$ cat src/rtl/pc_redirect_pkg.sv
// pc_redirect_pkg: shared FSM encoding, next-PC select codes and PC increment
package pc_redirect_pkg;
  typedef enum logic [1:0] {RUN = 2'b00, HALT = 2'b01, FAULT = 2'b10} state_t;
  typedef enum logic [1:0] {SEL_INC, SEL_HOLD, SEL_JUMP, SEL_BRANCH} sel_t;
  localparam int PC_INC = 4;
endpackage

$ cat src/rtl/pc_redirect_unit_pc_next_mux.sv
// pc_next_mux: prioritised next-PC (branch > unstalled jump > hold > +4) and alignment check
module pc_next_mux import pc_redirect_pkg::*; #(
  parameter int N_BITS = 32
) (
  input  logic [N_BITS-1:0] pc,
  input  logic              stall,
  input  logic              jump_valid,
  input  logic [N_BITS-1:0] pc_jump,
  input  logic              branch_valid,
  input  logic [N_BITS-1:0] pc_branch,
  output logic [N_BITS-1:0] next_pc,
  output sel_t              sel,
  output logic              misaligned
);
  assign sel = branch_valid ? SEL_BRANCH :
               (jump_valid && !stall) ? SEL_JUMP :
               stall ? SEL_HOLD : SEL_INC;
  assign next_pc = sel == SEL_BRANCH ? pc_branch :
                   sel == SEL_JUMP ? pc_jump :
                   sel == SEL_HOLD ? pc : pc + N_BITS'(PC_INC);
  assign misaligned = (sel == SEL_BRANCH || sel == SEL_JUMP) && next_pc[1:0] != 2'b00;
endmodule

$ cat src/rtl/pc_redirect_unit.sv
// pc_redirect_unit: fetch PC register with RUN/HALT/FAULT control; PC_DEBUG_STEP_EN adds i_step
module pc_redirect_unit import pc_redirect_pkg::*; #(
  parameter int                N_BITS   = 32,
  parameter logic [N_BITS-1:0] RESET_PC = '0
) (
  input  logic              i_clk,
  input  logic              i_rst_n,
  input  logic              i_stall,
  input  logic              i_halt,
  input  logic              i_jump_valid,
  input  logic [N_BITS-1:0] i_pc_jump,
  input  logic              i_branch_valid,
  input  logic [N_BITS-1:0] i_pc_branch,
`ifdef PC_DEBUG_STEP_EN
  input  logic              i_step,
`endif
  output logic [N_BITS-1:0] o_pc,
  output logic [N_BITS-1:0] o_pc_4,
  output logic              o_flush_if_id,
  output logic              o_flush_id_ex,
  output logic              o_halted,
  output logic              o_fault
);
  state_t            state, state_nxt;
  logic [N_BITS-1:0] pc, pc_nxt, mux_pc;
  sel_t              sel;
  logic              misaligned, run, step;
`ifdef PC_DEBUG_STEP_EN
  assign step = i_step;
`else
  assign step = 1'b0;
`endif
  assign run = state == RUN;
  // a halt in ID outranks the jump alongside it, so the jump never redirects or flushes
  pc_next_mux #(.N_BITS(N_BITS)) u_mux (
    .pc(pc),
    .stall(i_stall),
    .jump_valid(i_jump_valid && !i_halt),
    .pc_jump(i_pc_jump),
    .branch_valid(i_branch_valid),
    .pc_branch(i_pc_branch),
    .next_pc(mux_pc),
    .sel(sel),
    .misaligned(misaligned)
  );
  always_comb begin
    state_nxt = state;
    pc_nxt = pc;
    if (run) begin
      if (i_halt && !i_branch_valid) state_nxt = HALT;
      else if (misaligned) state_nxt = FAULT;
      else pc_nxt = mux_pc;
    end else if (state == HALT && step) begin
      pc_nxt = pc + N_BITS'(PC_INC);
    end
  end
  always_ff @(posedge i_clk) begin
    if (!i_rst_n) begin
      state <= RUN;
      pc <= RESET_PC;
    end else begin
      state <= state_nxt;
      pc <= pc_nxt;
    end
  end
  assign o_pc = pc;
  assign o_pc_4 = pc + N_BITS'(PC_INC);
  assign o_flush_if_id = i_rst_n && run && (sel == SEL_BRANCH || sel == SEL_JUMP);
  assign o_flush_id_ex = i_rst_n && run && sel == SEL_BRANCH;
  assign o_halted = state == HALT;
  assign o_fault = state == FAULT;
endmodule

$ cat config.mk
export PLATFORM = sky130hd
export DESIGN_NAME = pc_redirect_unit
export DESIGN_NICKNAME = d
export VERILOG_FILES = /design/src/rtl/pc_redirect_pkg.sv /design/src/rtl/pc_redirect_unit_pc_next_mux.sv /design/src/rtl/pc_redirect_unit.sv
export SDC_FILE = /design/constraint.sdc
export NUM_CORES = 1
export LEC_CHECK = 0
export ABC_AREA = 1
export CORE_MARGIN = 2
export CORE_UTILIZATION = 40
export CTS_BUF_LIST = sky130_fd_sc_hd__clkbuf_4 sky130_fd_sc_hd__clkbuf_8
export CTS_CLUSTER_DIAMETER = 120
export DETAILED_ROUTE_END_ITERATION = 16
export DONT_BUFFER_PORTS = 1
export PLACE_DENSITY = 0.62
export SLEW_MARGIN = 20
export SYNTH_ARGS = -nofsm -noshare
export SYNTH_HDL_FRONTEND = slang
export SYNTH_SLANG_ARGS = --single-unit
$ cat constraint.sdc
create_clock -name i_clk -period 3 [get_ports i_clk]
set_clock_uncertainty 0.15 [all_clocks]
set_input_delay 0.6 -clock i_clk [delete_from_list [all_inputs] [get_ports i_clk]]
set_output_delay 0.6 -clock i_clk [all_outputs]
set_load 0.01 [all_outputs]
# Yosys cells after proc, flatten, opt, wreduce, memory -nomap -nowiden
# Cells that the tools add are included.
# W data, S select, Z words.
[classes]
addsub = 1
n_eq_ne = 6
muxes = 8
bitwise_logic = 2
n_reduce_logical = 17
[op_table]
columns = ["op", "n"]
rows = [
  ["$mux W32", 3],
  ["$add A32 B3 Y32 const B", 1],
  ["$mux W2", 4],
  ["$logic_and A1 B1 Y1", 7],
  ["$eq A2 B2 Y1 const B", 3],
  ["$eq A2 B1 Y1 const B", 2],
  ["$reduce_and A4 Y1", 1],
  ["$reduce_bool A2 Y1", 2],
  ["$logic_not A1 Y1", 3],
  ["$ne A3 B3 Y1 const B", 1],
  ["$reduce_and A3 Y1", 1],
  ["$logic_not A2 Y1", 1],
  ["$not A1 Y1", 2],
  ["$reduce_and A2 Y1", 1],
  ["$logic_or A1 B1 Y1", 1],
  ["$mux W1", 1],
]
[totals]
regBits = 34
in_bits = 70
word_cells = 37

# Longest topological paths before layout
# Gate-level depths: netlist of run 1.
[logic_depth]
word_depth = 13
ltp_mapped = 13
ltp_nobuf = 12

# Hierarchy
# From an unflattened synthesis of run 1, not the netlist that was laid out.
[unflattened]
hier_cells = 652
area_unflattened_um2 = 3751.1
[modules_own_cells]
columns = ["mod", "n_inst", "cells_each", "area_each_um2", "seq_area_each_um2"]
rows = [
  ["pc_redirect_unit", 1, 320, 2138.3, 680.7],
  ["pc_next_mux", 1, 332, 1612.8, 0.0],
]

# Worst setup path after synthesis of run 1
# OpenSTA, ideal clock, no wires.
[synth_path]
path_kind = "input to output"
start = "in i_branch_valid"
end = "out o_flush_if_id"
t_arrival_ns = 1.445
required_time_ns = 2.250
path_slack_ns = 0.805
stages = 6
n_path_buf = 2
cell_sequence = "buf_2 -> inv_2 -> nand2_4 -> inv_2 -> buf_1 -> nor2_1"
[synth_via]
elab_chain_len = 4
word_cells_on_any_way = 5
cone_classes = "eq/ne: 2; mux: 1; reduce/logical: 2"
[synth_lines]
columns = ["element", "line", "source"]
rows = [
  ["start, declared", "pc_redirect_unit.sv:12", "input logic i_branch_valid,"],
  ["$mux W2 *", "pc_redirect_unit_pc_next_mux.sv:15", "assign sel = branch_valid ? SEL_BRANCH :"],
  ["$eq A2 B2 Y1", "pc_redirect_unit.sv:68", "assign o_flush_if_id = i_rst_n && run && (sel == SEL_BRANCH || sel == SEL_JUMP);"],
  ["$logic_or A1 B1 Y1 *", "pc_redirect_unit.sv:68", ""],
  ["$logic_and A1 B1 Y1 *", "pc_redirect_unit.sv:68", ""],
  ["end, declared", "pc_redirect_unit.sv:19", "output logic o_flush_if_id,"],
]
# Mark *: on every way between the ends. The rest lies on a longest branch, timed or not.

# Worst setup path after layout of run 1
[layout_path]
start = "reg pc[2] (netlist: o_pc[2])"
end = "out o_pc_4[18]"
[layout_via]
elab_chain_len = 1
[layout_lines]
columns = ["element", "line", "source"]
rows = [
  ["start, declared", "pc_redirect_unit.sv:25", "logic [N_BITS-1:0] pc, pc_nxt, mux_pc;"],
  ["start signal, assigned", "pc_redirect_unit.sv:63", "pc <= pc_nxt;"],
  ["$add A32 B3 Y32", "pc_redirect_unit.sv:67", "assign o_pc_4 = pc + N_BITS'(PC_INC);"],
  ["end, declared", "pc_redirect_unit.sv:18", "output logic [N_BITS-1:0] o_pc_4,"],
]
# No other way between the ends.

==> results of run 1 <==
[layer usage]
layer	global-route usage	vias to the layer above	share of wire
met4	0.04872	0	0.013
met1	0.2859	1447	0.44
met3	0.06454	11	0.087
met2	0.3759	141	0.46
li1	-	1655	-
met5	0	-	0
[flip-flops by register name, summed over array words and instances (netlist names)]
signal	count
o_pc	32
state	2
[through the flow]
stage | hold WS (ns) | area (um^2) | util
after floorplan | 0.3112 | 2959 | -
after global placement | 0.3348 | 3012 | 0.4174
after detailed placement | 0.3407 | 3012 | 0.4174
after CTS | 0.2673 | 3122 | 0.4327
after global routing | 0.2714 | 3124 | 0.4331
final | 0.2797 | 3124 | 0.4331
[cells in the mapped netlist]
master / instances / area (um^2)
clkbuf_1: 10 / 37.54
buf_2: 4 / 20.02
nand2_4: 2 / 22.52
dfxtp_1: 34 / 680.7
nand4_1: 7 / 43.79
buf_6: 3 / 33.78
inv_1: 71 / 266.5
o21ai_0: 9 / 45.04
buf_1: 2 / 7.510
a22o_1: 18 / 157.7
nand3_2: 1 / 10.01
nand2_2: 2 / 12.51
o211ai_1: 1 / 7.510
nor2_1: 108 / 405.4
xor2_1: 10 / 87.58
a21oi_1: 6 / 30.03
inv_2: 2 / 7.510
nor2_2: 2 / 12.51
buf_4: 2 / 15.01
nand2_1: 214 / 803.3
and2_1: 11 / 68.82
nand3_1: 31 / 155.2
nor2_4: 1 / 11.26
ha_1: 1 / 12.51
nor3_1: 1 / 5.000
[worst max-delay path, cell delays in order (launching register included)]
cell and delay (ns):
dfxtp_1 0.46, ha_1 0.23, nand2_1 0.12, nor2_1 0.24, nand2_1 0.16, nor2_1 0.15, xor2_1 0.39
[what timing repair did]
action / in CTS / in global routing
buffers inserted: 0 / 0
resized for setup: 0 / 1
setup endpoints to repair: 0 / 1
[cells by family (layout without fill, tap and decap cells)]
group	after synthesis	count (layout)	synth area share
buffers and inverters	94	85	0.1311
DFF	34	34	0.2300
adders and majority gates	1	1	0.004228
AOI/OAI and AO/OA	34	34	0.08118
xor gates and xnor gates	10	10	0.02960
and+or+nand+nor	380	380	0.5239
[worst max path at each step]
stage	from	end	slack, ns	cells past startpoint
floorplan	i_branch_valid	o_flush_if_id	0.80	6
detailed placement	o_pc[2]	o_pc_4[24]	0.52	6
finish	o_pc[2]	o_pc_4[18]	0.21	6
CTS	o_pc[2]	o_pc_4[24]	0.19	6
global placement	o_pc[2]	o_pc_4[24]	0.52	6
global route	o_pc[2]	o_pc_4[18]	0.03	6
[report_power, final]
group          switching, uW  leakage, uW  internal [uW]
logic                    274      0.00121            145
registers                119     0.000281            511
clock network            187    0.0000575            232
[area by class of cell]
| cell class | instances | area (um^2) | share of cell area |
|---|---|---|---|
| Inverter | 73 | 274.0 | 0.08771 |
| Sequential cell | 34 | 680.7 | 0.2179 |
| Tap cell | 99 | 123.9 | 0.03965 |
| Timing Repair Buffer | 4 | 42.54 | 0.01362 |
| Multi-Input combinational cell | 425 | 1893 | 0.6059 |
| Clock buffer | 8 | 110.1 | 0.03524 |
==> results.toml, run 1 <==
[run_status]
outcome = "complete, no violations"

[sta]
post-route-period-util = 0.9307
timing.setup.tns_ns = 0
fin_crit_ns = 2.792
final-hold-violation-count = 0
layout_setup_ws_ns = 0.2080
finalMaxSlewViolations = 0
finalSetupViolCount = 0
max_clock_freq_mhz = 358.2
rsz0062_at_grt = "false"
worstMarginPinSlew_ns = 0.5785
relSlewSlack = 0.6138

[worst_hold_path]
min_to = "o_pc[24]"
hold_depth = 2
hold_start = "i_rst_n"
min_path_type = "input pin to flip-flop"

[yosys]
syn-mean-instance-area_um2 = 5.351
ys_ff_latch = 34
synth-warning-count = 0
syn_area_mm2 = 0.002959
synth.distinct_cells = 25
yosysSeqAreaShare = 0.2300
synth_cells = 553
synth_fp_nets = 624

[routing]
dr.first_iter.drc_count = 141
drt_pass1_iterations = 8
wire_per_inst_um = 14.41
dr_total_vias = 3254
viasPerCell = 5.061
ant_nets = 0
wl_um = 9265
drc = 0

[pwr]
vdd_drop_max_mv = 0.2244
power_density_mw_per_mm2 = 470.2
finalPower_uw = 1469
p_leak_uw = 0.001551

[critical_path]
rr_worst_depth = 10
cp_max_fo = 5
crit-reg2reg-launch = "o_pc[2]"
cp.arrival_ns = 2.04
reg2reg_slack_ns = 0.75
worst_setup_path_start_kind = "flip-flop"
timing.rr.end = "o_pc[18]"
path_class = "flip-flop to output port"
worstPathRequired_ns = 2.25
end_kind = "output port"

[cts]
clk_pin_slew_ns = 0.08
cts_tree = "done"
clockBufferDepth = 2
cts.sinks = 34
holdBufCountCts = 0
cts_root_buf = "clkbuf_8"
worstSkewPairLatency_ns = 0.29
cts_max_level = 2
cts_buffers = 5

[finish]
finalNetCount = 614
fillers = 826
layout_common_cells = "nand2_1, nor2_1, inv_1"
synthToLayoutAreaGrowth_pct = 5.582
antenna_cells = 0
final_cells = 643
final_common_cell = "nand2_1"
drive_gt1_frac = 0.04228

[die]
dieArea_mm2 = 0.008102
ios = 138
fp.coreArea_mm2 = 0.007214
die_width_um = 90.01
die_h_um = 90.01
initial_core_util = 0.4102
placementRows = 31

[job]
cap_violations = 0

[placed_design]
place_ws_ns = 0.5158
port_buffers = 0
dp.cells = 635
gp_congestion = 0.9077
dp_hpwl_um = 6973

[global_route]
overflow = 0
grt_max_degree = 39
grt_pass1_vias = 3009
grt_pass1_wl_um = 14970
antenna_found_initial = 0
grt_usage = 0.2241
No activity file was read; power rests on OpenSTA's default activity.
==> inputs of run 2 (changes only) <==
Settings changed: CORE_MARGIN 2 to 4, REMOVE_ABC_BUFFERS set to 1.
==> results.toml, run 2 (synthesis results as in run 1) <==
[finish]
finalNetCount = 612
multi_input_area_mm2 = 0.001893
regArea_um2 = 680.7
drive_gt1_frac = 0.03875
fillers = 847
layout_common_cells = "nand2_1, nor2_1, inv_1"
antenna_cells = 0
synthToLayoutAreaGrowth_pct = 4.651
largest_reg_flops = 32
final_common_cell = "nand2_1"
final_util = 0.4292

[cts]
cts_buffers = 5
post_cts_buffers = 0
clockBufferDepth = 2
worstSkewPairLatency_ns = 0.29
cts.sinks = 34
cts_root_buf = "clkbuf_8"
cts_tree = "done"
cts_max_level = 2
clk_pin_slew_ns = 0.07

[sta]
max_clock_freq_mhz = 368.0
relSlewSlack = 0.5217
finalMaxSlewViolations = 0
whs_ns = 0.2683
rsz0062_at_grt = "false"
fin_crit_ns = 2.718
finalSetupViolCount = 0
final-hold-violation-count = 0
post-route-period-util = 0.9059
worstMarginPinSlew_ns = 0.7099
timing.setup.tns_ns = 0

[placed_design]
gp_congestion = 0.8075
dp_hpwl_um = 6768
port_buffers = 0

[global_route]
grt_pass1_vias = 2877
grt_usage = 0.1998
grt_max_degree = 53
grt_pass1_wl_um = 13880
overflow = 0
antenna_found_initial = 0

[critical_path]
cp_max_fo = 5
reg2reg_slack_ns = 0.82
crit-reg2reg-launch = "o_pc[2]"
worstPathRequired_ns = 2.25
end_kind = "output port"
path_class = "flip-flop to output port"
worst_setup_path_start_kind = "flip-flop"
timing.rr.end = "o_pc[18]"
cp.arrival_ns = 1.97
rr_worst_depth = 10

[die]
ios = 138
dieArea_mm2 = 0.008838
placementRows = 31
initial_core_util = 0.4102
fp.coreArea_mm2 = 0.007214
die_width_um = 94.01
die_h_um = 94.01

[worst_hold_path]
min_path_type = "input pin to flip-flop"
hold_depth = 2
min_to = "o_pc[2]"
hold_start = "i_rst_n"

[routing]
drc = 0
wire_per_inst_um = 13.80
ant_nets = 0
wl_um = 8846
viasPerCell = 4.863
dr_total_vias = 3117
drt_pass1_iterations = 7
dr.first_iter.drc_count = 126

[job]
cap_violations = 0

[pwr]
switching_share = 0.3924
seqPwrFrac = 0.437
switching_power_uw = 568.5
power_density_mw_per_mm2 = 467.9
p_leak_uw = 0.001536
p_int_uw = 880.4
vdd_drop_max_mv = 0.1920
clkPwrFrac = 0.287
comb_power_share = 0.276

[run_status]
outcome = "complete, no violations"
-- run 2: cell count changes in the layout (fill, tap and decap cells not counted) --
cell	before	now
buf_12	1	0
buf_4	3	2
-- run 2: how the worst max path moves through the flow --
| stage | from | end | cells past startpoint |
|---|---|---|---|
| 2_1_floorplan | i_stall | o_pc[11] | 10 |
| 3_3_place_gp | o_pc[2] | o_pc_4[24] | 6 |
| 3_5_place_dp | o_pc[2] | o_pc_4[24] | 6 |
| 4_1_cts | o_pc[2] | o_pc_4[24] | 6 |
| 5_1_grt | o_pc[2] | o_pc_4[24] | 7 |
| 6_report | o_pc[2] | o_pc_4[24] | 6 |
-- run 2: repair_timing --
action	in CTS	in global routing
resized for setup	0	1
endpoints found under the setup margin	0	3
hold buffers	0	0
-- run 2: area by class of cell --
type                    instances  area share
repair buffers                  2    0.004848
flip-flops and latches         34      0.2198
well taps                      99     0.04000
clock buffers                   8     0.03556
inverters                      73     0.08848
multi-input cells             425      0.6113
-- run 2: metrics by stage --
stage / cell area (um^2) / setup slack [ns] / std cells / total power, uW
floorplan: 2845 / 0.6478 / 532 / 945.0
global placement: 2984 / 0.5300 / 633 / 1042
detailed placement: 2984 / 0.4807 / 633 / 1049
CTS: 3094 / 0.1429 / 641 / 1467
global route: 3097 / 0.03817 / 641 / 1562
finish: 3097 / 0.2823 / 641 / 1449
-- run 2: power groups by stage --
stage	Combinational (uW)	Clock, uW	Sequential [uW]
finish	400	415	633
global route	467	450	646
CTS	407	426	634
detailed placement	404	0	644
global placement	398	0	644
floorplan	336	0	609
-- run 2: layer usage --
metal / global-route usage / part of all wire / up-vias
met2: 0.3329 / 0.48 / 96
met5: 0 / 0 / -
met1: 0.2480 / 0.42 / 1357
li1: - / - / 1659
met3: 0.06410 / 0.091 / 5
met4: 0.05174 / 0.0081 / 0
-- run 2: critical path, cell delays in order (launching register included) --
cell and delay, ns:
dfxtp_1 0.45, ha_1 0.23, nand2_1 0.11, nor2_2 0.23, nand3_1 0.21, o21ai_0 0.24
and2_1 0.21
==> inputs of run 3 (changes only) <==
Settings changed: CELL_PAD_IN_SITES_DETAIL_PLACEMENT set to 1, CELL_PAD_IN_SITES_GLOBAL_PLACEMENT set to 1, CTS_BUF_LIST sky130_fd_sc_hd__clkbuf_4 sky130_fd_sc_hd__clkbuf_8 to sky130_fd_sc_hd__clkbuf_16, PLACE_DENSITY 0.62 to 0.87.
==> results.toml, run 3 (synthesis results as in run 1) <==
[sta]
relSlewSlack = 0.4817
fin_crit_ns = 2.747
finalMaxSlewViolations = 0
final-hold-violation-count = 0
worstMarginPinSlew_ns = 0.7694
max_clock_freq_mhz = 364.0
post-route-period-util = 0.9157
rsz0062_at_grt = "false"
finalSetupViolCount = 0
whs_ns = 0.2959
timing.setup.tns_ns = 0

[finish]
stdcell_area_mm2 = 0.003127
regArea_um2 = 680.7
layout_common_cells = "nand2_1, nor2_1, inv_1"
finalNetCount = 613
drive_gt1_frac = 0.03506
fillers = 1091
synthToLayoutAreaGrowth_pct = 5.666
antenna_cells = 0
multi_input_area_mm2 = 0.001893
final_common_cell = "nand2_1"
largest_reg_flops = 32
final_util = 0.4334

[critical_path]
critPathTopFamily = "simple AND/OR/NAND/NOR gates"
cp_num_buf_inv = 0
reg2reg_slack_ns = 0.77
critical_path_depth = 6
slowest_stage = "dfxtp_1"
rr_worst_depth = 10
slowest_delay_ns = 0.46
worst_setup_path_start_kind = "flip-flop"
end_kind = "output port"
crit_chain = "ha_1 > nand2_1 > nor2_2 > nand3_1 > o21ai_0 > and2_1"
cp.arrival_ns = 2.00
worstPathRequired_ns = 2.25
cp_max_fo = 5
path_class = "flip-flop to output port"

[pwr]
vdd_drop_max_mv = 0.2579
comb_power_share = 0.275
p_leak_uw = 0.001556
seqPwrFrac = 0.414
p_int_uw = 947.8
switching_power_uw = 590.3
clkPwrFrac = 0.312
power_density_mw_per_mm2 = 491.9
switching_share = 0.3838

[worst_hold_path]
hold_depth = 2
min_path_type = "input pin to flip-flop"

[die]
die_width_um = 94.01
die_h_um = 94.01
dieArea_mm2 = 0.008838
initial_core_util = 0.4102
ios = 138
placementRows = 31
fp.coreArea_mm2 = 0.007214

[placed_design]
port_buffers = 0
dp_hpwl_um = 7977
place_area_mm2 = 0.002992
gp_congestion = 0.7867

[cts]
cts.sinks = 34
clockBufferDepth = 2
cts_buffers = 5
worstSkewPairLatency_ns = 0.27
post_cts_buffers = 0
cts_tree = "done"
cts_root_buf = "clkbuf_16"
clk_pin_slew_ns = 0.05
cts_max_level = 2

[global_route]
antenna_found_initial = 0
grt_usage = 0.2312
grt_max_degree = 35
grt_pass1_vias = 3488
overflow = 0
grt_pass1_wl_um = 16240

[routing]
dr.first_iter.drc_count = 98
drc = 0
viasPerCell = 5.193
dr_total_vias = 3329
wl_um = 10110
wire_per_inst_um = 15.77
drt_pass1_iterations = 4
ant_nets = 0

[job]
cap_violations = 0

[run_status]
outcome = "complete, no violations"
run 3: area by class of cell:
class                   instances  area share
inverters                      73     0.08764
clock buffers                   5     0.04002
multi-input cells             425      0.6054
flip-flops and latches         34      0.2177
well taps                      99     0.03962
clock inverters                 2    0.002401
repair buffers                  3    0.007203
run 3: layer usage:
layer | track usage | vias to the layer above | wire length, um
li1 | - | 1652 | -
met1 | 0.2549 | 1545 | 3951
met2 | 0.4246 | 118 | 5117
met3 | 0.06971 | 14 | 891
met4 | 0.06498 | 0 | 146
met5 | 0 | - | 0
run 3: power groups by stage:
stage               logic, uW  clock network [uW]  registers [uW]
floorplan                 336                   0             609
global placement          399                   0             643
detailed placement        423                   0             647
CTS                       427                 493             638
global route              490                 509             651
finish                    422                 479             636
run 3: timing repair:
action | 4_1_cts | 5_1_grt
hold buffers | 0 | 0
setup endpoints to repair | 0 | 2
gates resized for setup | 0 | 1
run 3: final timing paths:
check	from	to
worst max-delay path	o_pc[2]	o_pc_4[24]
worst min-delay path	i_rst_n	o_pc[0]
worst max register to register	o_pc[2]	o_pc[18]
worst min register to register	state[1]	state[1]
run 3: stage by stage:
stage               instances  setup slack (ns)  power, uW
finish                    641            0.2529       1538
CTS                       641            0.1493       1558
global route              641           0.05436       1650
floorplan                 532            0.6478      945.0
global placement          634            0.5203       1042
detailed placement        634            0.4595       1071
